==> config.mk <==
export PLATFORM = sky130hd
export DESIGN_NAME = instruktions_abruf
export DESIGN_NICKNAME = d
export VERILOG_FILES = /design/src/rtl/instruktions_abruf.sv
export SDC_FILE = /design/constraint.sdc
export NUM_CORES = 1
export LEC_CHECK = 0
export ABC_AREA = 1
export ABC_CLOCK_PERIOD_IN_PS = 1400
export CORE_MARGIN = 1.5
export CORE_UTILIZATION = 35
export DETAILED_ROUTE_END_ITERATION = 8
export SLEW_MARGIN = 0
export SYNTH_ARGS = -nofsm -noshare
export SYNTH_HDL_FRONTEND = slang
export SYNTH_SLANG_ARGS = --single-unit
==> constraint.sdc <==
create_clock -name Clock -period 1.4 [get_ports Clock]
set_input_delay 0.28 -clock Clock [delete_from_list [all_inputs] [get_ports Clock]]
set_output_delay 0.28 -clock Clock [all_outputs]
set_load 0.01 [all_outputs]
==> src/rtl/instruktions_abruf.sv <==
// Instruction fetch stage: holds the program counter, reads one instruction
// word per request over a request/ready handshake, hands it to the decoder
// with a one-cycle strobe, and handles jump redirects including stale
// in-flight reads.
module instruktions_abruf #(
  parameter logic [31:0] StartAdresse = 32'h0000_0000
) (
  input  logic        Clock,
  input  logic        Reset,
  input  logic        Weiter,
  input  logic        Sprung,
  input  logic [31:0] SprungZiel,
  input  logic        SpeicherBereit,
  input  logic [31:0] SpeicherDaten,
  output logic        SpeicherLesen,
  output logic [31:0] SpeicherAdresse,
  output logic [31:0] Instruktion,
  output logic        DekodierSignal,
  output logic [31:0] BefehlsAdresse
);

  // HOLEN latches the fetch address, WARTEN holds the request until the
  // memory answers, BEREIT parks until the control unit asks for more.
  typedef enum logic [1:0] {
    HOLEN  = 2'd0,
    WARTEN = 2'd1,
    BEREIT = 2'd2
  } zustand_t;

  zustand_t    zustand_q, zustand_d;
  logic [31:0] pc_q, pc_d;
  logic [31:0] anfrage_adresse_q, anfrage_adresse_d;
  logic        verwerfen_q, verwerfen_d;
  logic [31:0] instruktion_q, instruktion_d;
  logic [31:0] befehls_adresse_q, befehls_adresse_d;
  logic        dekodier_q, dekodier_d;
  logic        speicher_lesen;

  // Next-state, register updates and the read request, all from the current state.
  always_comb begin
    // NOTE: every signal gets a default first so no path leaves one
    // unassigned; a missing default here would infer a latch.
    zustand_d         = zustand_q;
    pc_d              = pc_q;
    anfrage_adresse_d = anfrage_adresse_q;
    verwerfen_d       = verwerfen_q;
    instruktion_d     = instruktion_q;
    befehls_adresse_d = befehls_adresse_q;
    dekodier_d        = 1'b0;
    speicher_lesen    = 1'b0;

    unique case (zustand_q)
      HOLEN: begin
        anfrage_adresse_d = pc_q;
        if (Sprung) begin
          pc_d              = SprungZiel;
          anfrage_adresse_d = SprungZiel;
        end
        zustand_d = WARTEN;
      end

      WARTEN: begin
        speicher_lesen = 1'b1;
        if (Sprung) pc_d = SprungZiel;
        if (SpeicherBereit) begin
          if (Sprung || verwerfen_q) begin
            // Answer belongs to a redirected stream: drop it and refetch.
            verwerfen_d = 1'b0;
            zustand_d   = HOLEN;
          end else begin
            instruktion_d     = SpeicherDaten;
            befehls_adresse_d = anfrage_adresse_q;
            pc_d              = anfrage_adresse_q + 32'd1;
            dekodier_d        = 1'b1;
            zustand_d         = BEREIT;
          end
        end else if (Sprung) begin
          // Read still in flight; remember to discard its answer.
          verwerfen_d = 1'b1;
        end
      end

      BEREIT: begin
        if (Sprung) pc_d = SprungZiel;
        if (Weiter) zustand_d = HOLEN;
      end

      default: zustand_d = HOLEN;
    endcase
  end

  // State and datapath registers with synchronous reset.
  always_ff @(posedge Clock) begin
    // NOTE: sequential state uses non-blocking assignments so every register
    // samples the values from before this edge.
    if (Reset) begin
      zustand_q         <= HOLEN;
      pc_q              <= StartAdresse;
      anfrage_adresse_q <= StartAdresse;
      verwerfen_q       <= 1'b0;
      instruktion_q     <= 32'h0;
      befehls_adresse_q <= StartAdresse;
      dekodier_q        <= 1'b0;
    end else begin
      zustand_q         <= zustand_d;
      pc_q              <= pc_d;
      anfrage_adresse_q <= anfrage_adresse_d;
      verwerfen_q       <= verwerfen_d;
      instruktion_q     <= instruktion_d;
      befehls_adresse_q <= befehls_adresse_d;
      dekodier_q        <= dekodier_d;
    end
  end

  assign SpeicherLesen   = speicher_lesen;
  assign SpeicherAdresse = anfrage_adresse_q;
  assign Instruktion     = instruktion_q;
  assign DekodierSignal  = dekodier_q;
  assign BefehlsAdresse  = befehls_adresse_q;

endmodule

==> impl_metrics.csv, run 1 <==
group,metric,value,unit
outcome,result_of_the_run,"finished with violations",
outcome,violations,"negative setup slack",
detailed_routing,drc_errors,0,
finish,layout.cell_area.non_filler,9930,µm²
yosys,post_synthesis_cells,846,
yosys,synthMuxAreaShare,2.95,%
yosys,yosysWarningCount,0,
detailed_routing,detail_route.wl_per_cell,15.3,µm
finish,syn_to_final_growth,62.5,%
clock_tree,clock_tree.root_cell,"sky130_fd_sc_hd__clkbuf_16",
global_route,global_route_wire_length_before_repair,32.0,mm
placement,port_buffers,166,
worst_setup_path,cp-start-kind,"flop",
finish,final-instance-count-excl-fill,1355,
worst_setup_path,critPathKind,"flop to flop",
yosys,synth_top_family_by_area,"simple AND/OR/NAND/NOR gates",
finish,fraction_of_layout_instances_using_a_drive_strength_above_1,29.1,%
sta,fin_skew,10.0,ps
clock_tree,clk_pin_slew,60,ps
yosys,synth-adder-area-share,0.205,%
sta,finalWorstSetupSlack,-93.9,ps
sta,timing.final.crit_share,107,%
run,cap_viol_max_count,0,
floorplan,top_level_ports,167,
yosys,synth-seq-area-share,43.3,%
sta,setup_violations,12,
clock_tree,numCtsBuffers,17,
floorplan,floorplan.initialDensity,35.6,%
detailed_routing,detailed_route_wire_length,20.7,mm
worst_setup_path,crit_fanout,5,
yosys,synth_area,6110,µm²
detailed_routing,final_ant_viol_nets,0,
yosys,synth_seq_cells,132,
worst_setup_path,cp_common_cell,"sky130_fd_sc_hd__a21oi_1",
yosys,yosys.cell_types.count,32,
placement,dpl_hpwl,14.6,mm
clock_tree,cts_buffer_depth,2,
pwr,swShare,27.4,%
global_route,antenna_violations_before_repair,0,
finish,final_net_count,1187,
global_route,grt-ovfl-total,0,
worst_setup_path,critPathArrivalTime,1790,ps
yosys,synth_compound_gate_area_share,21.5,%
placement,placed_cells,1305,
sta,timing.slew.headroom,75.0,%
clock_tree,clkSinkCount,132,
sta,unrepaired_setup_endpoints_after_global_routing,"yes",
yosys,synth_nets,916,
clock_tree,cts_tree,"yes",
global_route,first_global_vias,6200,
floorplan,floorplan.die.height,135,µm
global_route,pin_count_of_the_biggest_net_entering_global_routing,40,
yosys,synthesis.area_per_instance,7.22,µm²
finish,fill_cells,1656,
placement,detailed_place.area,8900,µm²
floorplan,die_area,18300,µm²
pwr,post-layout-total-power,10.8,mW
floorplan,placementRows,48,
worst_setup_path,element_type_at_the_critical_path_end,"flop",
floorplan,die-width,135,µm
pwr,clkPwrFrac,41.9,%
placement,gpl.final_weighted_congestion,0.944,
pwr,power.net_switching,2.95,mW
yosys,synth-edff-count,0,
pwr,pwr_density,1090,nW/µm²
yosys,synth-xor-area-share,2.01,%
clock_tree,clock_latency_at_the_later_pin_of_the_worst_skew_pair,420,ps
sta,slew_viol_final,0,
pwr,combinationalPowerShare,18.5,%
finish,finalCoreUtilization,57.8,%
pwr,p_seq_share,39.6,%
worst_setup_path,slowest_delay,370,ps
detailed_routing,viasPerCell,4.87,
yosys,synth_simple_gate_area_share,23.6,%
worst_setup_path,critical_path.slowest_cell,"sky130_fd_sc_hd__dfxtp_4",
yosys,dominantRegCellSynth,"sky130_fd_sc_hd__dfxtp_1",
sta,final.setup.tns,-475,ps
detailed_routing,drt_iter0_drc,396,
detailed_routing,dr.pass1.iters,5,
finish,number_of_antenna_diodes,0,
sta,final_hold_viol_count,0,
sta,worst_pin_slew,375,ps
pwr,worst_ir_drop_vdd,0.000887,V
sta,post-route-min-period,1490,ps
worst_setup_path,crit_chain,"ha_4 > nand3_4 > inv_2 > nand2_4 > nor2_8 > a21oi_1 > o21ai_0 > a21oi_1",
worst_setup_path,required,1700,ps
detailed_routing,routed_via_count,6600,
global_route,grt.total_usage,22.6,%
yosys,synth-async-reset-ratio,0,%
floorplan,core_area,17200,µm²
pwr,total_leakage_power,4.46,nW
clock_tree,clock_tree.htree_level_count,4,
pwr,internal-power,7.82,mW
worst_hold_path,worst_hold_path_type,"input port to flop",
sta,max_freq,669,MHz
path summary, 6_finish.rpt:
kind	start	end	slack [ps]	cells after the start
min	Sprung	verwerfen_q	290	4
min reg2reg	pc_q[30]	pc_q[30]	470	2
max reg2reg	SpeicherAdresse[0]	pc_q[16]	-90	8
max	SpeicherAdresse[0]	pc_q[16]	-90	8
cell usage after synthesis (5+ instances only):
| cell type | n | area share, % |
|---|---|---|
| sky130_fd_sc_hd__nor2_1 | 119 | 7.3 |
| sky130_fd_sc_hd__dfxtp_1 | 132 | 43 |
| sky130_fd_sc_hd__nor2_2 | 9 | 0.92 |
| sky130_fd_sc_hd__a21oi_1 | 81 | 6.6 |
| sky130_fd_sc_hd__clkbuf_1 | 33 | 2.0 |
| sky130_fd_sc_hd__buf_2 | 12 | 0.98 |
| sky130_fd_sc_hd__a31oi_1 | 15 | 1.5 |
| sky130_fd_sc_hd__o21ai_0 | 142 | 12 |
| sky130_fd_sc_hd__a21oi_2 | 6 | 0.86 |
| sky130_fd_sc_hd__o21ai_1 | 7 | 0.57 |
| sky130_fd_sc_hd__inv_2 | 5 | 0.31 |
| sky130_fd_sc_hd__xor2_1 | 13 | 1.9 |
| sky130_fd_sc_hd__nand2_1 | 157 | 9.6 |
| sky130_fd_sc_hd__mux2i_1 | 18 | 2.9 |
| sky130_fd_sc_hd__nand4_1 | 5 | 0.51 |
| sky130_fd_sc_hd__nand3_1 | 18 | 1.5 |
| sky130_fd_sc_hd__inv_1 | 40 | 2.5 |
| sky130_fd_sc_hd__nand2_2 | 11 | 1.1 |
| sky130_fd_sc_hd__nor2_4 | 6 | 1.1 |
cells by family after synthesis:
kind of cell / Yosys count
AOI/OAI and AO/OA: 253
buffers and inverters: 95
muxes: 18
xor gates and xnor gates: 14
and+or+nand+nor: 333
DFF: 132
adders and majority gates: 1
critical path: cells and delay by family (launching register included):
family          cells  cell delay [ps]
buf+inv             1               90
simple gates        3              350
flops               1              370
fa+ha+maj           1              150
compound gates      3              410
what timing repair did:
action	4_1_cts	5_1_grt
endpoints found under the setup margin	124	73
buffers inserted	10	7
gates resized for setup	256	83
cloned	1	2
endpoints found under the hold margin	0	0
pin swaps	25	33
hold buffers	0	0
power groups by stage:
stage               Combinational, mW  Sequential (mW)  Clock (mW)
floorplan                       0.741             4.39           0
global placement                 1.98             4.32           0
detailed placement               1.98             4.32           0
CTS                              1.92             4.25        4.57
global route                     2.19             4.30        4.75
finish                           1.99             4.27        4.51
routing by layer:
metal | vias up | share of wire (%) | GRT usage, %
met4 | 0 | 1.2 | 6.63
met5 | - | 0 | 0
met3 | 20 | 5.6 | 5.07
met1 | 3043 | 48 | 31.4
li1 | 3353 | - | -
met2 | 184 | 45 | 34.9
placed cells by master, fill, tap and decap left out, types with 3 or more instances in the layout:
cell type | netlist | final
sky130_fd_sc_hd__clkbuf_16 | 0 | 20
sky130_fd_sc_hd__o21ai_1 | 7 | 13
sky130_fd_sc_hd__a21oi_2 | 6 | 10
sky130_fd_sc_hd__clkinv_4 | 0 | 4
sky130_fd_sc_hd__nand2_4 | 1 | 9
sky130_fd_sc_hd__nor2_2 | 9 | 13
sky130_fd_sc_hd__mux2i_1 | 18 | 18
sky130_fd_sc_hd__buf_12 | 0 | 15
sky130_fd_sc_hd__nand2_2 | 11 | 22
sky130_fd_sc_hd__nand2_1 | 157 | 138
sky130_fd_sc_hd__nand3_1 | 18 | 13
sky130_fd_sc_hd__inv_2 | 5 | 8
sky130_fd_sc_hd__clkdlybuf4s50_1 | 0 | 67
sky130_fd_sc_hd__nor2_1 | 119 | 99
sky130_fd_sc_hd__dfxtp_4 | 0 | 20
sky130_fd_sc_hd__clkdlybuf4s15_1 | 0 | 5
sky130_fd_sc_hd__dlygate4sd2_1 | 0 | 66
sky130_fd_sc_hd__clkinv_2 | 0 | 3
sky130_fd_sc_hd__nand4_1 | 5 | 5
sky130_fd_sc_hd__dfxtp_1 | 132 | 98
sky130_fd_sc_hd__buf_6 | 2 | 15
sky130_fd_sc_hd__a31oi_1 | 15 | 15
sky130_fd_sc_hd__o21ai_0 | 142 | 135
sky130_fd_sc_hd__inv_1 | 40 | 35
sky130_fd_sc_hd__buf_2 | 12 | 25
sky130_fd_sc_hd__a21oi_1 | 81 | 77
sky130_fd_sc_hd__nor2_4 | 6 | 22
sky130_fd_sc_hd__dfxtp_2 | 0 | 14
sky130_fd_sc_hd__nand3_2 | 2 | 6
sky130_fd_sc_hd__xor2_1 | 13 | 11
sky130_fd_sc_hd__buf_4 | 2 | 105
state kept, by name, summed over array words and instances, names as in the netlist:
| name | count |
|---|---|
| BefehlsAdresse | 32 |
| Instruktion | 32 |
| SpeicherAdresse | 32 |
| pc_q | 32 |
| zustand_q | 2 |
| DekodierSignal | 1 |
| verwerfen_q | 1 |
final cells by class:
class / instances / area [µm²] / area share (%)
Clock inverter: 11 / 125 / 1.26
Clock buffer: 21 / 472 / 4.75
Inverter: 46 / 183 / 1.84
Sequential cell: 132 / 2740 / 27.6
Multi-Input combinational cell: 619 / 3370 / 34.0
Tap cell: 225 / 282 / 2.84
Timing Repair Buffer: 301 / 2760 / 27.8
stage by stage:
stage                     hold slack, ps  setup slack, ps
after CTS                            283             -112
final                                285            -93.9
after global placement               452             -253
after floorplan                      415             1.63
after detailed placement             456             -348
after global routing                 276             -145
Power figures use the tool's default switching activity.
==> run 2, diff against run 1 <==
Settings changed: CORE_ASPECT_RATIO set to 0.9, CORE_MARGIN 1.5 to 3.
==> run 2 against run 1 <==
Clock-buffer cell count is 3 lower. Flip-flop and latch count stayed put. Critical endpoint is now pc_q[18]. Routed wire length is 1.6% higher. The run still ends with negative setup slack left.
==> impl_metrics.csv, run 2 (synthesis results as in run 1) <==
group,metric,value,unit
outcome,result_of_the_run,"finished with violations",
outcome,violations,"negative setup slack",
clock_tree,clock_tree.htree_level_count,4,
placement,detailed_place.area,8790,µm²
floorplan,die_area,19100,µm²
global_route,grt-ovfl-total,0,
placement,pre_cts_setup_slack,-303,ps
detailed_routing,final_ant_viol_nets,0,
sta,worst_pin_slew,272,ps
sta,setup_violations,18,
clock_tree,cts_tree,"yes",
worst_setup_path,path_delay_family,"simple AND/OR/NAND/NOR gates",
finish,number_of_antenna_diodes,0,
sta,timing.slew.headroom,81.9,%
sta,slew_viol_final,0,
sta,finalWorstSetupSlack,-136,ps
sta,unrepaired_setup_endpoints_after_global_routing,"yes",
worst_setup_path,critPathKind,"flop to flop",
detailed_routing,detailed_route_wire_length,21.0,mm
pwr,pwr_density,1070,nW/µm²
global_route,grt.total_usage,20.9,%
floorplan,die-width,145,µm
pwr,total_leakage_power,4.37,nW
sta,final_hold_viol_count,0,
run,cap_viol_max_count,0,
clock_tree,clk_pin_slew,60,ps
worst_setup_path,critical_path.slowest_cell,"sky130_fd_sc_hd__dfxtp_4",
sta,post-route-min-period,1540,ps
finish,syn_to_final_growth,60.5,%
floorplan,top_level_ports,167,
finish,fraction_of_layout_instances_using_a_drive_strength_above_1,28.7,%
worst_setup_path,timing.critical_path.buf_inv,2,
finish,final_net_count,1177,
global_route,pin_count_of_the_biggest_net_entering_global_routing,45,
detailed_routing,drt_iter0_drc,412,
clock_tree,clock_tree.root_cell,"sky130_fd_sc_hd__clkbuf_16",
worst_setup_path,slowest_delay,370,ps
worst_setup_path,critPathArrivalTime,1880,ps
floorplan,floorplan.die.height,131,µm
worst_setup_path,crit_chain,"ha_4 > nand3_4 > inv_2 > nand2_4 > nor2_8 > inv_2 > nor2_4 > nand2_1 > nand3_2 > nand2_1 > a21oi_2",
placement,dpl_hpwl,14.8,mm
clock_tree,numCtsBuffers,17,
worst_setup_path,cp-start-kind,"flop",
global_route,first_global_vias,6050,
detailed_routing,routed_via_count,6622,
detailed_routing,drc_errors,0,
floorplan,core_area,17000,µm²
finish,fill_cells,1601,
placement,gpl.final_weighted_congestion,0.854,
worst_hold_path,worst_hold_path_type,"input port to flop",
floorplan,placementRows,45,
detailed_routing,detail_route.wl_per_cell,15.5,µm
sta,timing.final.crit_share,110,%
sta,fin_skew,6.97,ps
detailed_routing,viasPerCell,4.89,
global_route,global_route_wire_length_before_repair,32.3,mm
sta,max_freq,651,MHz
worst_setup_path,required,1750,ps
detailed_routing,dr.pass1.iters,5,
global_route,antenna_violations_before_repair,0,
clock_tree,clock_latency_at_the_later_pin_of_the_worst_skew_pair,420,ps
clock_tree,cts_buffer_depth,2,
pwr,worst_ir_drop_vdd,0.000837,V
worst_setup_path,crit_fanout,5,
finish,layout.cells.most_common_list,"sky130_fd_sc_hd__nand2_1 (138), sky130_fd_sc_hd__o21ai_0 (116), sky130_fd_sc_hd__dfxtp_1 (99), sky130_fd_sc_hd__nor2_1 (99), sky130_fd_sc_hd__buf_4 (93)",
placement,port_buffers,166,
floorplan,floorplan.initialDensity,35.9,%
finish,commonest_non_fill_non_tap_cell_in_the_layout,"sky130_fd_sc_hd__nand2_1",
clock_tree,clkSinkCount,132,
finish,layout.cell_area.non_filler,9800,µm²
worst_setup_path,element_type_at_the_critical_path_end,"flop",
-- run 2: changes by cell type in the layout (fill, tap and decap cells not counted), moves of 4 or more --
cell,before,now
sky130_fd_sc_hd__o21ai_0,135,116
sky130_fd_sc_hd__dfxtp_4,20,16
sky130_fd_sc_hd__o21ai_1,13,29
sky130_fd_sc_hd__buf_4,105,93
-- run 2: worst paths after layout --
kind / startpoint / to / slack, ps / depth (start not counted)
max: SpeicherAdresse[1] / pc_q[18] / -140 / 11
max reg2reg: SpeicherAdresse[1] / pc_q[18] / -140 / 11
min: Sprung / verwerfen_q / 260 / 3
min reg2reg: pc_q[25] / pc_q[25] / 460 / 2
-- run 2: layer usage --
layer | track usage (%) | share of wire [%] | vias up
met4 | 4.96 | 1.2 | 0
met3 | 4.28 | 5.6 | 17
met2 | 31.8 | 45 | 193
met5 | 0 | 0 | -
li1 | - | - | 3336
met1 | 30.5 | 49 | 3076
-- run 2: per-stage QoR --
step	setup TNS (ps)	instances	util (%)	power, mW	hold slack [ps]
2_1_floorplan	0	846	-	5.13	415
3_3_place_gp	-19600	1301	51.7	6.27	453
3_5_place_dp	-22030	1301	51.7	6.28	455
4_1_cts	-1320	1342	55.8	10.5	248
5_1_grt	-3080	1355	57.7	10.9	271
6_report	-1090	1355	57.7	10.5	258
-- run 2: tightest hold or removal path, cell delays in order --
cell and delay [ps]:
sky130_fd_sc_hd__buf_2 190, sky130_fd_sc_hd__nand2_1 100, sky130_fd_sc_hd__a211oi_1 60
-- run 2: final cells by class --
type / count / area (µm²) / area share, %
clock buffer: 18 / 429 / 4.38
clock inverter: 14 / 128 / 1.30
inverter: 46 / 183 / 1.86
multi-input combinational: 619 / 3370 / 34.4
sequential: 132 / 2720 / 27.8
tap: 235 / 294 / 3.00
timing repair buffer: 291 / 2670 / 27.3
-- run 2: repair_timing --
action | CTS | global route
hold buffers | 0 | 0
endpoints found under the hold margin | 0 | 0
resized for setup | 270 | 89
setup buffers | 9 | 10
setup endpoints to repair | 123 | 66
pin swaps | 28 | 30
gates cloned | 0 | 3
-- run 2: where the power goes --
part | internal, mW | switching (mW)
logic | 0.997 | 0.997
registers | 4.04 | 0.218
clock network | 2.46 | 1.78
total | 7.50 | 2.99
